`src/rtl/y86_seq_controller.sv`:
```
// rtl/y86_seq_controller.sv - multi-cycle stage sequencer for the sequential Y86 core
// Owns the architectural PC, processor status and the cycle/retired counters.
module y86_seq_controller #(
   parameter logic [31:0] RESET_PC = 32'h0000_0000,
   parameter int          CNT_W    = 32
) (
   input  logic             clk,
   input  logic             rst_n,
   input  logic             imem_ack,
   input  logic             imem_error,
   input  logic [3:0]       icode,
   input  logic             Cnd,
   input  logic [31:0]      valC,
   input  logic [31:0]      valM,
   input  logic [31:0]      valP,
   input  logic             dmem_ack,
   input  logic             dmem_error,
   output logic [31:0]      pc,
   output logic             imem_req,
   output logic             dmem_req,
   output logic             d_en,
   output logic             e_en,
   output logic             w_en,
   output logic [1:0]       stat,
   output logic [CNT_W-1:0] cycle_cnt,
   output logic [CNT_W-1:0] retired_cnt
);

   localparam logic [1:0] STAT_AOK = 2'd0;
   localparam logic [1:0] STAT_HLT = 2'd1;
   localparam logic [1:0] STAT_ADR = 2'd2;
   localparam logic [1:0] STAT_INS = 2'd3;

   localparam logic [CNT_W-1:0] CNT_ONE = {{(CNT_W-1){1'b0}}, 1'b1};

   typedef enum logic [2:0] {
      S_BOOT      = 3'd0,
      S_FETCH     = 3'd1,
      S_DECODE    = 3'd2,
      S_EXECUTE   = 3'd3,
      S_MEMORY    = 3'd4,
      S_WRITEBACK = 3'd5,
      S_PCUPD     = 3'd6,
      S_STOP      = 3'd7
   } state_t;

   state_t           r_state;
   logic [31:0]      r_pc;
   logic [3:0]       r_ir;
   logic [1:0]       r_stat;
   logic [CNT_W-1:0] r_cycle_cnt;
   logic [CNT_W-1:0] r_retired_cnt;

   state_t           w_next_state;
   logic [1:0]       w_next_stat;
   logic             w_ir_load;
   logic             w_uses_mem;
   logic             w_pc_load;
   logic             w_cycle_inc;
   logic [31:0]      w_next_pc;

   always_ff @(posedge clk or negedge rst_n) begin
      if (!rst_n) begin
         r_state <= S_BOOT;
      end else begin
         r_state <= w_next_state;
      end
   end

   always_comb begin
      w_next_state = r_state;
      w_next_stat  = r_stat;
      w_ir_load    = 1'b0;
      case (r_state)
         S_BOOT: w_next_state = S_FETCH;
         S_FETCH: begin
            if (imem_ack) begin
               if (imem_error) begin
                  w_next_stat  = STAT_ADR;
                  w_next_state = S_STOP;
               end else begin
                  w_ir_load = 1'b1;
                  if (icode == 4'h0) begin
                     w_next_stat  = STAT_HLT;
                     w_next_state = S_STOP;
                  end else if (icode > 4'hB) begin
                     w_next_stat  = STAT_INS;
                     w_next_state = S_STOP;
                  end else begin
                     w_next_state = S_DECODE;
                  end
               end
            end
         end
         S_DECODE:  w_next_state = S_EXECUTE;
         S_EXECUTE: w_next_state = w_uses_mem ? S_MEMORY : S_WRITEBACK;
         S_MEMORY: begin
            if (dmem_ack) begin
               if (dmem_error) begin
                  w_next_stat  = STAT_ADR;
                  w_next_state = S_STOP;
               end else begin
                  w_next_state = S_WRITEBACK;
               end
            end
         end
         S_WRITEBACK: w_next_state = S_PCUPD;
         S_PCUPD:     w_next_state = S_FETCH;
         S_STOP:      w_next_state = S_STOP;
         default:     w_next_state = S_BOOT;
      endcase
   end

   // rmmovq, mrmovq, call, ret, pushq, popq touch data memory
   always_comb begin
      w_uses_mem = 1'b0;
      case (r_ir)
         4'h4, 4'h5, 4'h8, 4'h9, 4'hA, 4'hB: w_uses_mem = 1'b1;
         default:                            w_uses_mem = 1'b0;
      endcase
   end

   always_comb begin
      w_next_pc = valP;
      case (r_ir)
         4'h7:    w_next_pc = Cnd ? valC : valP;
         4'h8:    w_next_pc = valC;
         4'h9:    w_next_pc = valM;
         default: w_next_pc = valP;
      endcase
   end

   assign w_pc_load   = (r_state == S_PCUPD);
   assign w_cycle_inc = (r_state != S_BOOT) && (r_state != S_STOP);

   // A faulting or halting instruction never reaches PCUPD, so it is not retired
   always_ff @(posedge clk or negedge rst_n) begin
      if (!rst_n) begin
         r_pc          <= RESET_PC;
         r_ir          <= 4'h0;
         r_stat        <= STAT_AOK;
         r_cycle_cnt   <= '0;
         r_retired_cnt <= '0;
      end else begin
         r_stat <= w_next_stat;
         if (w_ir_load) begin
            r_ir <= icode;
         end
         if (w_pc_load) begin
            r_pc          <= w_next_pc;
            r_retired_cnt <= r_retired_cnt + CNT_ONE;
         end
         if (w_cycle_inc) begin
            r_cycle_cnt <= r_cycle_cnt + CNT_ONE;
         end
      end
   end

   assign pc          = r_pc;
   assign stat        = r_stat;
   assign cycle_cnt   = r_cycle_cnt;
   assign retired_cnt = r_retired_cnt;
   assign imem_req    = (r_state == S_FETCH);
   assign dmem_req    = (r_state == S_MEMORY);
   assign d_en        = (r_state == S_DECODE);
   assign e_en        = (r_state == S_EXECUTE);
   assign w_en        = (r_state == S_WRITEBACK);

endmodule

```
`config.mk`:
```
export PLATFORM = sky130hd
export DESIGN_NAME = y86_seq_controller
export DESIGN_NICKNAME = d
export VERILOG_FILES = /design/src/rtl/y86_seq_controller.sv
export SDC_FILE = /design/constraint.sdc
export NUM_CORES = 1
export LEC_CHECK = 0
export BUFFER_PORTS_ARGS = -buffer_cell sky130_fd_sc_hd__buf_4
export CELL_PAD_IN_SITES_DETAIL_PLACEMENT = 1
export CELL_PAD_IN_SITES_GLOBAL_PLACEMENT = 2
export CORE_MARGIN = 2
export CORE_UTILIZATION = 27
export CTS_CLUSTER_SIZE = 16
export DETAILED_ROUTE_END_ITERATION = 16
export GPL_TIMING_DRIVEN = 0
export PLACE_DENSITY = 0.81
export SLEW_MARGIN = 25
export SYNTH_ARGS = -nofsm -noshare
export SYNTH_HDL_FRONTEND = slang
export SYNTH_SLANG_ARGS = --single-unit
```
`constraint.sdc`:
```
create_clock -name clk -period 1.5 [get_ports clk]
set_input_delay 0.225 -clock clk [delete_from_list [all_inputs] [get_ports clk]]
set_output_delay 0.225 -clock clk [all_outputs]
set_load 0.005 [all_outputs]
```
# Word level (Yosys, flattened, before mapping)
# Index checks and enable logic that the tools add are counted.
# totals
output_inout_bits	103
input_bits	107
elab_cells	58
ff_bits	105
# classes
mux	21
n_reduce_logical	9
eq_ne	19
order_cmp	1
add_sub_neg	2
# ops
cell	n
$pmux W32 S3	1
$add A32 B1 Y32 const B	2
$mux W32	1
$pmux W3 S7	1
$eq A4 B4 Y1 const B	4
$mux W3	5
$mux W2	7
$eq A3 B3 Y1 const B	4
$eq A4 B3 Y1 const B	3
$eq A3 B2 Y1 const B	2
$ne A2 B2 Y1 const B	3
$reduce_or A6 Y1	1
$mux W1	5
$reduce_and A5 Y1	1
$gt A4 B4 Y1 const B	1
$logic_not A4 Y1	1
$ne A4 B2 Y1 const B	1
$pmux W2 S2	1
$eq A3 B1 Y1 const B	1
$logic_not A3 Y1	1
$ne A3 B3 Y1 const B	1
$reduce_bool A3 Y1	1
$reduce_and A2 Y1	1
$reduce_bool A2 Y1	1
other kinds (2)	2

# Depth between registers and ports, before layout
# logic_depth
ltp_word	6
mapped_depth	7
ltp_nobuf	5

# Least setup slack after synthesis
# Ideal clock, no wire load.
# synth_timing
path_type	reg-to-reg
from	reg r_ir[1]
to	reg r_pc[0], in the netlist pc[0]
path_buffers	1
arrival_ns	1.537
slack_ns	-0.172
period_less_slack_ns	1.672
required_ns	1.365
stages_incl_launch_ff	6
setup_ns	0.135
path_cell_list	dfrtp_1 or3b_1 and2_1 clkbuf_1 a2111oi_0 o31ai_1
# synth_via
elab_chain_cells	2
word_cells_on_any_way	4
classes_between	eq/ne: 3; mux: 1
# synth_rtl
element	line	rtl
from (decl)	49	logic [3:0] r_ir;
from (signal assigned)	147	r_ir <= icode;
$eq A4 B4 Y1 / $eq A4 B3 Y1 (equally long branches)	125	case (r_ir)
$pmux W32 S3 *	125	
to (signal assigned)	150	r_pc <= w_next_pc;
to (decl)	48	logic [31:0] r_pc;
# Every way passes the cells marked *; elsewhere a longest branch is shown, timed or not.
# A chain may end at the register's enable or synchronous reset.

# Final worst setup path
# layout_timing
from	reg r_ir[2]
to	reg r_pc[12], in the netlist pc[12]
# Same word-level chain as after synthesis.

==> run summary <==
Crit path time final: 1.77 ns
Final wirelength: 22600 um
Final GP Congestion: 0.760
Row cnt: 53
Post-DP Area: 0.00809 mm2
Fin worst setup slack: -0.269 ns
Final ANT Viol Nets: 0
Max incr delay on CP: 0.44 ns
Largest net degree at the start of global routing: 55
Highest routed layer: met4
Failing checks: setup timing
RSZ-0062 raised after global routing: yes
# diodes: 0
Met2 wire len: 11200 um
Clk Latency, worst-skew pair: 0.36 ns
Die area: 0.0225 mm2
Worst path cell trace: or3b_4 > o22ai_4 > buf_12 > buf_12 > a2111oi_2 > o31ai_1
Element type at the critical path start: flip-flop
Element type at the critical path end: flip-flop
Critical setup path kind: flip-flop to flip-flop
Drt first-iter violations: 149
Final instance area: 0.0103 mm2
Max Freq: 565 MHz
Seq/Total Area, Yosys: 45.6%
Status: finished, violations left
Slew headroom: 47.8%
I/O Buffers: 208
Chip width: 150 um
Clk slew on worst S/H paths: 0.08 ns
Placed Instances: 1078
Mux contribution to synthesized area: 0.781%
Total Nets Final: 995
IO Pins: 210
Met3 wire len: 1700 um
XOR/XNOR share of the synthesized area: 9.42%
Vias: 5871
Post-Route Utilization: 49.0%
CTS Buf Count: 9
Post-route insts no fill: 1166
Total GRT Usage: 19.3%
CTS sink cnt: 105
Syn_nets: 703
WL per Instance: 19.4 um
Worst path buffer plus inverter count: 2
Top FF cell, synth: dfrtp_1
Max Buffers Root-to-Sink: 2
Hold Vio Cnt, Final: 0
Slew @ Worst Pin: 0.783 ns
Die height: 150 um
Mean area per synthesized cell: 9.70 um2
Simple-Gate Fraction of Synth Area: 28.7%
Worst vdd ir: 0.700 mV
Synth warnings: 0
Max Slew Vio Count: 0
Area growth from synthesis to layout: 78.0%
Clk_skew: 0.0132 ns
Netlist cell types: 48
Arrival time at the worst endpoint: 2.01 ns
CP max FO: 8
Core ar.: 0.0210 mm2
Filler cells: 2304
Initial cell density of the core: 27.5%
Commonest non-fill, non-tap cell in the layout: buf_4
PD cells: 1440 mW/mm2
DP HPWL: 14700 um
Largest family of logic cells by synthesized area: simple AND/OR/NAND/NOR gates
# setup viols final: 92
First-pass GRT wire length: 34400 um
FF+latch count, synth: 105
Commonest cells after routing, fill and taps aside: buf_4, dfrtp_1, nand2_1
Gate Count Post-Synth: 594
Max-Cap Viols: 0
Post-Syn Area: 0.00576 mm2
CTS root buf: clkbuf_16
Post-Synth Adder-Cell Area: 0.434%
Number of global-route vias before repair: 6233
Tcrit/Tclk final: 118%
DR pass1 iterations: 4
Residual DRC: 0
Cell repeated most along the worst path: buf_12
CP delay by family, top: compound AO/OA/AOI/OAI gates
Async set or reset register ratio after synthesis: 100%
CTS tree: yes
CP Data Required Time: 1.74 ns
P_leak: 4.85 nW
CTS H-tree lvls: 3
Slowest cell on crit path: or3b_4
Layout cells sized above 1: 55.6%
TNS Setup: -14.44 ns
Vias per cell: 5.04
EDFF count, synth: 0
Routed met1 length: 9430 um
GR Overflow Total: 0
Min-Delay Path Class: input pin to flip-flop
Synth Area in Compound Gates: 11.1%
Initial antenna violation count: 0
[logic make-up (layout without fill, tap and decap cells)]
group / after synthesis / count (layout)
simple gates: 284 / 285
flops: 105 / 105
compound gates: 83 / 83
xor+xnor: 62 / 62
buf+inv: 54 / 350
mux: 4 / 4
fa+ha+maj: 2 / 2
[per-layer routing]
metal / track usage [%] / up-vias
met2: 31.8 / 173
met1: 24.4 / 2931
met4: 4.72 / 0
li1: - / 2747
met3: 6.82 / 20
met5: 0 / -
[repair_timing]
action | CTS | global route
gates resized for setup | 173 | 89
endpoints found under the setup margin | 98 | 104
pin swaps | 34 | 47
setup buffers | 44 | 25
gates cloned | 6 | 3
endpoints found under the hold margin | 51 | 0
hold buffers | 1 | 0
[worst register-to-register path: stages, from the launching register on]
cell and delay [ns]:
dfrtp_1 0.42, or3b_4 0.44, o22ai_4 0.13, buf_12 0.18, buf_12 0.15, a2111oi_2 0.07, o31ai_1 0.28
[path summary, 6_finish.rpt]
check                                   start             end  slack [ns]  cells past startpoint
worst max-delay path                  r_ir[2]          pc[12]       -0.27                      6
worst min-delay path                 icode[1]         r_ir[1]        0.12                      2
worst max register to register        r_ir[2]          pc[12]       -0.27                      6
worst min register to register  cycle_cnt[31]   cycle_cnt[31]        0.47                      1
max in group asynchronous               rst_n  retired_cnt[1]        0.47                      3
min in group asynchronous               rst_n   cycle_cnt[22]        0.38                      2
[cell usage after synthesis (17+ instances only)]
cell	instances	area [um2]
and2_1	35	219
nand3_1	21	105
nor2_1	44	165
xnor2_1	27	236
xor2_1	35	307
clkbuf_1	26	97.6
nand2_1	55	206
o31ai_1	32	240
nor3b_1	37	278
a2111oi_0	32	280
dfrtp_1	105	2630
nand4_1	17	106
[final cells by class]
class / count / area, um2 / share of cell area, %
Sequential cell: 105 / 2650 / 25.8
Timing Repair Buffer: 283 / 2330 / 22.7
Clock buffer: 10 / 229 / 2.23
Inverter: 14 / 52.6 / 0.512
Tap cell: 275 / 344 / 3.35
Multi-Input combinational cell: 436 / 4220 / 41.1
Buffer: 37 / 395 / 3.85
Clock inverter: 6 / 51.3 / 0.500
[registers in the layout, indices dropped and copies added (netlist names), named ones only]
register,cells
cycle_cnt,32
pc,32
retired_cnt,32
r_ir,4
r_state,2
stat,2
[through the flow]
stage / power [mW] / setup slack (ns) / hold slack (ns)
global route: 15.7 / -0.336 / 0.115
CTS: 14.0 / -0.251 / 0.107
detailed placement: 9.58 / -0.601 / 0.187
finish: 14.8 / -0.269 / 0.119
global placement: 9.46 / -0.553 / 0.456
floorplan: 7.15 / -0.114 / -0.0706
[power by group]
part           leakage, nW  internal, mW  switching, mW  total (mW)
logic                 3.36          4.29           3.94        8.23
clock network        0.139          1.16           1.21        2.37
registers             1.35          3.56          0.624        4.18
total                 4.85          9.00           5.77        14.8
Power figures use the tool's default switching activity.
